File: src/rtl/fix_pkg.sv
// Shared FIX constants and the inbound checksum-check state encoding.
package fix_pkg;

  localparam logic [7:0] SOH      = 8'h01;
  localparam logic [7:0] ASCII_0  = 8'h30;
  localparam logic [7:0] ASCII_1  = 8'h31;
  localparam logic [7:0] ASCII_EQ = 8'h3D;

  typedef enum logic [2:0] {
    IDLE,
    BODY,
    TAG1,
    TAG0,
    DIG,
    SKIP,
    REPORT
  } chk_state_t;

endpackage

File: src/rtl/fix_ascii_digit.sv
// Combinational ASCII decimal digit decoder, shared with the outbound checksum formatter.
module fix_ascii_digit
  import fix_pkg::*;
(
  input  logic [7:0] data,
  output logic       is_digit,
  output logic [3:0] value
);

  always_comb begin
    is_digit = (data >= ASCII_0) && (data <= ASCII_0 + 8'd9);
    value    = is_digit ? data[3:0] : 4'd0;
  end

endmodule

File: src/rtl/fix_checksum_check.sv
// Inbound FIX checksum checker: mod-256 body sum, 10=NNN trailer parse and verdict.
module fix_checksum_check
  import fix_pkg::*;
#(
  parameter logic [7:0] SOH = fix_pkg::SOH
) (
  input  logic       clk,
  input  logic       rst,
  input  logic [7:0] data_i,
  input  logic       valid_i,
  input  logic       sop_i,
  output logic       done_o,
  output logic       match_o,
  output logic       fmt_err_o,
  output logic [7:0] calc_o,
  output logic [9:0] recv_o
);

  chk_state_t state_reg, state_next;
  logic [7:0] sum_reg, sum_next;
  logic [7:0] commit_reg, commit_next;
  logic       field_start_reg, field_start_next;
  logic [1:0] cnt_reg, cnt_next;
  logic [9:0] val_reg, val_next;
  logic       done_reg, done_next;
  logic       match_reg, match_next;
  logic       fmt_err_reg, fmt_err_next;
  logic [7:0] calc_reg, calc_next;
  logic [9:0] recv_reg, recv_next;

  logic       is_digit;
  logic [3:0] digit_val;
  logic       is_soh;
  logic [7:0] sum_acc;

  fix_ascii_digit u_digit (
    .data     (data_i),
    .is_digit (is_digit),
    .value    (digit_val)
  );

  assign is_soh  = (data_i == SOH);
  assign sum_acc = sum_reg + data_i;

  always_ff @(posedge clk) begin
    if (rst) begin
      state_reg       <= IDLE;
      sum_reg         <= '0;
      commit_reg      <= '0;
      field_start_reg <= 1'b0;
      cnt_reg         <= '0;
      val_reg         <= '0;
      done_reg        <= 1'b0;
      match_reg       <= 1'b0;
      fmt_err_reg     <= 1'b0;
      calc_reg        <= '0;
      recv_reg        <= '0;
    end else begin
      state_reg       <= state_next;
      sum_reg         <= sum_next;
      commit_reg      <= commit_next;
      field_start_reg <= field_start_next;
      cnt_reg         <= cnt_next;
      val_reg         <= val_next;
      done_reg        <= done_next;
      match_reg       <= match_next;
      fmt_err_reg     <= fmt_err_next;
      calc_reg        <= calc_next;
      recv_reg        <= recv_next;
    end
  end

  always_comb begin
    state_next       = state_reg;
    sum_next         = sum_reg;
    commit_next      = commit_reg;
    field_start_next = field_start_reg;
    cnt_next         = cnt_reg;
    val_next         = val_reg;
    done_next        = 1'b0;
    match_next       = match_reg;
    fmt_err_next     = fmt_err_reg;
    calc_next        = calc_reg;
    recv_next        = recv_reg;

    // REPORT lasts exactly one cycle; any byte offered there (including sop) is dropped.
    if (state_reg == REPORT) begin
      state_next = IDLE;
    end else if (valid_i) begin
      field_start_next = is_soh;
      if (sop_i) begin
        sum_next    = data_i;
        commit_next = '0;
        state_next  = BODY;
      end else begin
        case (state_reg)
          IDLE: ;
          BODY, TAG1, TAG0: begin
            sum_next = sum_acc;
            if (is_soh) commit_next = sum_acc;
            state_next = BODY;
            if (state_reg == BODY && field_start_reg && data_i == ASCII_1)
              state_next = TAG1;
            if (state_reg == TAG1 && data_i == ASCII_0)
              state_next = TAG0;
            if (state_reg == TAG0 && data_i == ASCII_EQ) begin
              state_next = DIG;
              cnt_next   = '0;
              val_next   = '0;
            end
          end
          DIG: begin
            if (is_digit && cnt_reg != 2'd3) begin
              val_next = val_reg * 10'd10 + {6'd0, digit_val};
              cnt_next = cnt_reg + 2'd1;
            end else if (is_soh) begin
              state_next   = REPORT;
              done_next    = 1'b1;
              calc_next    = commit_reg;
              recv_next    = val_reg;
              fmt_err_next = (cnt_reg != 2'd3);
              match_next   = (cnt_reg == 2'd3) && (val_reg == {2'b00, commit_reg});
            end else begin
              state_next = SKIP;
            end
          end
          SKIP: begin
            if (is_soh) begin
              state_next   = REPORT;
              done_next    = 1'b1;
              calc_next    = commit_reg;
              recv_next    = val_reg;
              fmt_err_next = 1'b1;
              match_next   = 1'b0;
            end
          end
          default: state_next = IDLE;
        endcase
      end
    end
  end

  assign done_o    = done_reg;
  assign match_o   = match_reg;
  assign fmt_err_o = fmt_err_reg;
  assign calc_o    = calc_reg;
  assign recv_o    = recv_reg;

endmodule

File: config.mk
export PLATFORM = sky130hd
export DESIGN_NAME = fix_checksum_check
export DESIGN_NICKNAME = d
export VERILOG_FILES = /design/src/rtl/fix_pkg.sv /design/src/rtl/fix_ascii_digit.sv /design/src/rtl/fix_checksum_check.sv
export SDC_FILE = /design/constraint.sdc
export NUM_CORES = 1
export LEC_CHECK = 0
export BUFFER_PORTS_ARGS = -buffer_cell sky130_fd_sc_hd__buf_4
export CAP_MARGIN = 10
export CORE_AREA = 3 3 84 86
export DETAILED_ROUTE_END_ITERATION = 8
export DIE_AREA = 0 0 87 89
export PLACE_DENSITY_LB_ADDON = 0.12
export SYNTH_ARGS = -nofsm -noshare
export SYNTH_HDL_FRONTEND = slang
export SYNTH_SLANG_ARGS = --single-unit
File: constraint.sdc
create_clock -name clk -period 2.7 [get_ports clk]
set_input_delay 0.405 -clock clk [delete_from_list [all_inputs] [get_ports clk]]
set_output_delay 0.405 -clock clk [all_outputs]
set_load 0.01 [all_outputs]
After elaboration in Yosys (flattened, before gate mapping)
Cells that the tools add are included.
Widths: inputs -> output; s select.
Word-level totals
  register bits after elaboration: 53
  bits in latches: 0
  bits in writable memories: 0
  ROM bits: 0
  bits of input ports: 12
  output and inout bits: 21
  logic and storage cells: 100
  memories: 0
Cells by class
  $add $sub $neg: 3
  $mul: 1
  divide/modulo/power cells: 0
  magnitude comparators: 2
  equal/unequal tests: 21
  shift operators: 0
  multiplexer cells: 37
  bitwise operators: 3
  reduce and logical (&&, ||, !) cells: 22
Operator list (count)
  $mux 8: 7
  $mux 10: 4
  $pmux 10 s2: 2
  $eq 8x6->1 const B: 3
  $pmux 8 s2: 1
  $mux 3: 5
  $ne 2x2->1 const B: 7
  $pmux 3 s4: 1
  $add 10x4->10: 1
  $eq 10x8->1: 1
  $mul 10x3->9 const B: 1
  $eq 3x3->1 const B: 3
  $add 8x8->8: 1
  $eq 8x1->1 const B: 1
  $ge 8x6->1 const B: 1
  $le 8x6->1 const B: 1
  $mux 1: 8
  $mux 2: 4
  $reduce_and 4->1: 2
  $reduce_bool 2->1: 4
  $logic_and 1x1->1: 7
  $reduce_and 7->1: 1
  $eq 3x2->1 const B: 2
  $ne 3x3->1 const B: 2
  15 further kinds: 19

Depth between registers and ports, before layout
  depth after elaboration: 8
  mapped depth: 10
  depth with buffers taken out: 10

Hierarchy
A second synthesis with hierarchy kept.
Unflattened totals
  cell total of the unflattened synthesis: 362
  area total of the unflattened synthesis: 3181.8 µm²
Modules (own cells, without submodules)
  fix_checksum_check: instances 1, cells an instance 353, area an instance 3100.5 µm², seq. area each 1061.0 µm²
  fix_ascii_digit: instances 1, cells an instance 9, area an instance 81.3 µm², seq. area each 0.0 µm²

Worst setup path before layout
Ideal clock, no wire load.
  path kind: input-to-reg
  start: input data_i[6]
  end: register val_reg[9]
  library setup time: 137 ps
  arrival: 2254 ps
  data required time: 2563 ps
  path slack: 309 ps
  stages: 10
  path buffers: 0
  cells stage by stage: and4bb_2 -> and3_1 -> ha_1 -> fa_1 -> a21o_1 -> nand2_1 -> nor3_1 -> and4_1 -> o2111ai_1 -> o311ai_2
On the way
  word-level cells in the longest chain between the ends: 6
  elaborated cells on any way between the ends: 13
  classes of those cells: 1 x add/sub; 2 x order compare; 3 x eq/ne; 3 x mux; 4 x reduce/logical
Ends and longest elaborated chain
  from (decl): RTL line fix_checksum_check.sv:9  | input logic [7:0] data_i,
  $ge 8x6->1 / $le 8x6->1 (equally long branches): RTL line fix_ascii_digit.sv:11  | is_digit = (data >= ASCII_0) && (data <= ASCII_0 + 8'd9);
  $logic_and 1x1->1: RTL line fix_ascii_digit.sv:11
  $mux 4: RTL line fix_ascii_digit.sv:12  | value = is_digit ? data[3:0] : 4'd0;
  $add 10x4->10: RTL line fix_checksum_check.sv:114  | val_next = val_reg * 10'd10 + {6'd0, digit_val};
  $mux 10: RTL line fix_checksum_check.sv:113  | if (is_digit && cnt_reg != 2'd3) begin
  $pmux 10 s2: RTL line fix_checksum_check.sv:96  | case (state_reg)
  to (signal assigned): RTL line fix_checksum_check.sv:64  | val_reg <= val_next;
  to (decl): RTL line fix_checksum_check.sv:24  | logic [9:0] val_reg, val_next;
Several ways; a longest one is shown, not always the timed one. The select of a mux whose other input is x is not followed.
A chain may end at the register's enable or synchronous reset.

Final worst setup path
  start: register val_reg[2]
  end: register val_reg[9]
On the way
  word-level cells in the longest chain between the ends: 4
Ends and longest elaborated chain (RTL line)
  $mul 10x3->9: fix_checksum_check.sv:114
  $add 10x4->10: fix_checksum_check.sv:114
  $mux 10: fix_checksum_check.sv:113
  $pmux 10 s2: fix_checksum_check.sv:96
No other way between the ends. The select of a mux whose other input is x is not followed.

==> results_dict.tcl <==
set metrics [dict create \
    antenna-diode-count 0 \
    grt_pass1_wl_um 12100 \
    first_global_vias 2480 \
    antenna_found_initial 0 \
    skew_ns 0.0100 \
    floorplan.rows 29 \
    final_design_area_no_fill_um2 3660 \
    final_common_cell "nor2_1" \
    rsz0062_at_grt "false" \
    crit_required_ns 2.87 \
    cts_max_path_buffers 2 \
    cts.clk_slew.worst_paths_ns 0.10 \
    cap_viol_max_count 0 \
    synth_fp_nets 394 \
    flop2flop_setup_slack_ns 0.15 \
    post_synth_main_area_contributors "dfxtp_1, mux2i_1, ha_1" \
    report.power.total_mw 1.49 \
    drt_pre_antenna_iters 4 \
    detail_route.wirelength_um 6980 \
    ys_ff_latch 53 \
    finalSetupViolations 0 \
    status "finished, final reports clean" \
    tritoncts.num_buffers 5 \
    slew_headroom 0.454 \
    holdCritPathClass "in2reg" \
    initial_core_util 0.503 \
    pin_count_of_the_biggest_net_entering_global_routing 51 \
    filler_cell_count 577 \
    ir_worst_vdd_mv 0.235 \
    worstSkewPairLatency_ns 0.31 \
    port_buffers 32 \
    cts.root.buffer_cell "clkbuf_8" \
    timing_max_transition_violations_final 0 \
    dpl_worst_slack_ns 0.0266 \
    floorplan.die_area_um2 7740 \
    vias_per_cell 5.60 \
    timing.final.crit_share 0.944 \
    crit_fanout 5 \
    hold_buffers 0 \
    finalCriticalPeriod_ns 2.55 \
    max_freq_ghz 0.392 \
    die_x_um 87 \
    synth_async_sr_flop_share 0 \
    p_per_area_nw_per_um2 406 \
    post-synth-top-area-fraction 0.332 \
    mostFrequentLayoutCells "nor2_1, dfxtp_1, buf_4" \
    critPathCaptureType "register" \
    synth_ff_type "dfxtp_1" \
    cts_htree_levels 2 \
    worst_setup_path_start_kind "register" \
    hpwlAfterDp_um 5190 \
    crit_type "reg2reg" \
    drcViolationCount 0 \
    synth_cell_type_count 55 \
    drive_gt1_frac 0.172 \
    grt_overflow 0 \
    post_synth.cell_area_avg_um2 8.95 \
    synth_cells 357 \
    final.setup.worst_slack_ns 0.150 \
    ios 33 \
    netlist.top_cell.by_area "dfxtp_1" \
    vias 2645 \
    antenna_left 0 \
    dpl_cell_area_um2 3560 \
    areaGrowthSynthToFinish_pct 14.7 \
    tritoncts "yes" \
    cellLeakagePower_nw 1.71 \
    nets 431 \
    gp_congestion 0.844 \
    tritoncts_num_sinks 53 \
    core_area_um2 6350 \
    number_of_hold_violations_in_the_final_report 0 \
    total_negative_setup_slacks_ns 0 \
    first_iter_violations 139 \
    total_routing_usage_gr 0.194 \
    wl_per_cell_um 14.8 \
    synth_enable_flop_cells 0 \
    synth.yosys.warnings 0 \
    synth_seq_area_share 0.332 \
    die_h_um 89 \
    critPathArrivalTime_ns 2.72 \
    post_synth_instance_area_um2 3200 \
    worst-slew-pin-transition_ns 0.814 \
]
[synthesized netlist by cell type (all sizes together), types with 2 or more instances]
master / number
nor4b: 3
a211oi: 4
mux2i: 30
nand2b: 4
or3: 4
a22oi: 9
a21o: 7
o21a: 2
nor4: 5
fa: 3
ha: 22
o2111ai: 3
dfxtp: 53
a31oi: 2
nor2b: 6
nor2: 57
a21oi: 21
nor3: 4
buf: 6
xnor2: 15
nor3b: 3
o211ai: 4
and4: 2
o31ai: 2
inv: 8
nand3: 9
and3: 4
nand3b: 2
xor2: 10
o21ai: 11
nand4: 2
clkbuf: 13
nand2: 13
[what timing repair did]
item                                    in CTS  in global routing
gates resized for setup                      0                  1
endpoints found under the setup margin       0                  1
setup buffers                                0                  1
[final timing paths]
| kind | startpoint | end | depth (start not counted) |
|---|---|---|---|
| setup / recovery | val_reg[2] | val_reg[9] | 10 |
| hold / removal | valid_i | field_start_reg | 3 |
| hold reg to reg | field_start_reg | field_start_reg | 2 |
| setup reg to reg | val_reg[2] | val_reg[9] | 10 |
[report_power, final]
group          leakage [nW]  internal [mW]  switching [mW]
Sequential            0.429          0.797          0.0140
Combinational          1.23         0.0914           0.119
Clock                0.0452          0.190           0.277
Total                  1.71           1.08           0.411
[logic make-up after synthesis]
family / after synthesis / share of synthesized area
AND/OR/NAND/NOR: 122 / 0.204
flip-flops: 53 / 0.332
adder cells (fa/ha/maj): 25 / 0.105
XOR/XNOR: 25 / 0.0685
AO/OA/AOI/OAI: 74 / 0.157
buffers and inverters: 28 / 0.0399
multiplexers: 30 / 0.0940
[critical path: stages (launching register included)]
cell,delay [ns]
dfxtp_1,0.45
ha_1,0.19
ha_1,0.16
inv_1,0.06
fa_1,0.39
nand2b_1,0.16
a21oi_1,0.15
xor2_1,0.28
a31oi_1,0.17
o2111ai_1,0.27
o311ai_2,0.15
[area by class of cell]
type | count | area [um^2] | area share
inverter | 9 | 33.8 | 0.00922
sequential | 53 | 1060 | 0.290
multi-input combinational | 276 | 2010 | 0.549
timing repair buffer | 49 | 368 | 0.100
tap | 77 | 96.3 | 0.0263
clock inverter | 3 | 25.0 | 0.00683
clock buffer | 5 | 68.8 | 0.0188
[routing by layer]
layer / vias to the layer above / wire (um) / GRT usage
met2: 55 / 3220 / 0.314
met3: 4 / 308 / 0.0341
met5: - / 0 / 0
li1: 1359 / - / -
met1: 1227 / 3410 / 0.272
met4: 0 / 44 / 0.0397
[metrics by stage]
stage / util / hold WS, ns / std cells
floorplan: - / 0.450 / 357
global placement: 0.560 / 0.477 / 463
detailed placement: 0.560 / 0.484 / 463
CTS: 0.575 / 0.403 / 471
global route: 0.577 / 0.425 / 472
finish: 0.577 / 0.411 / 472
(Power assumes the default switching activity.)
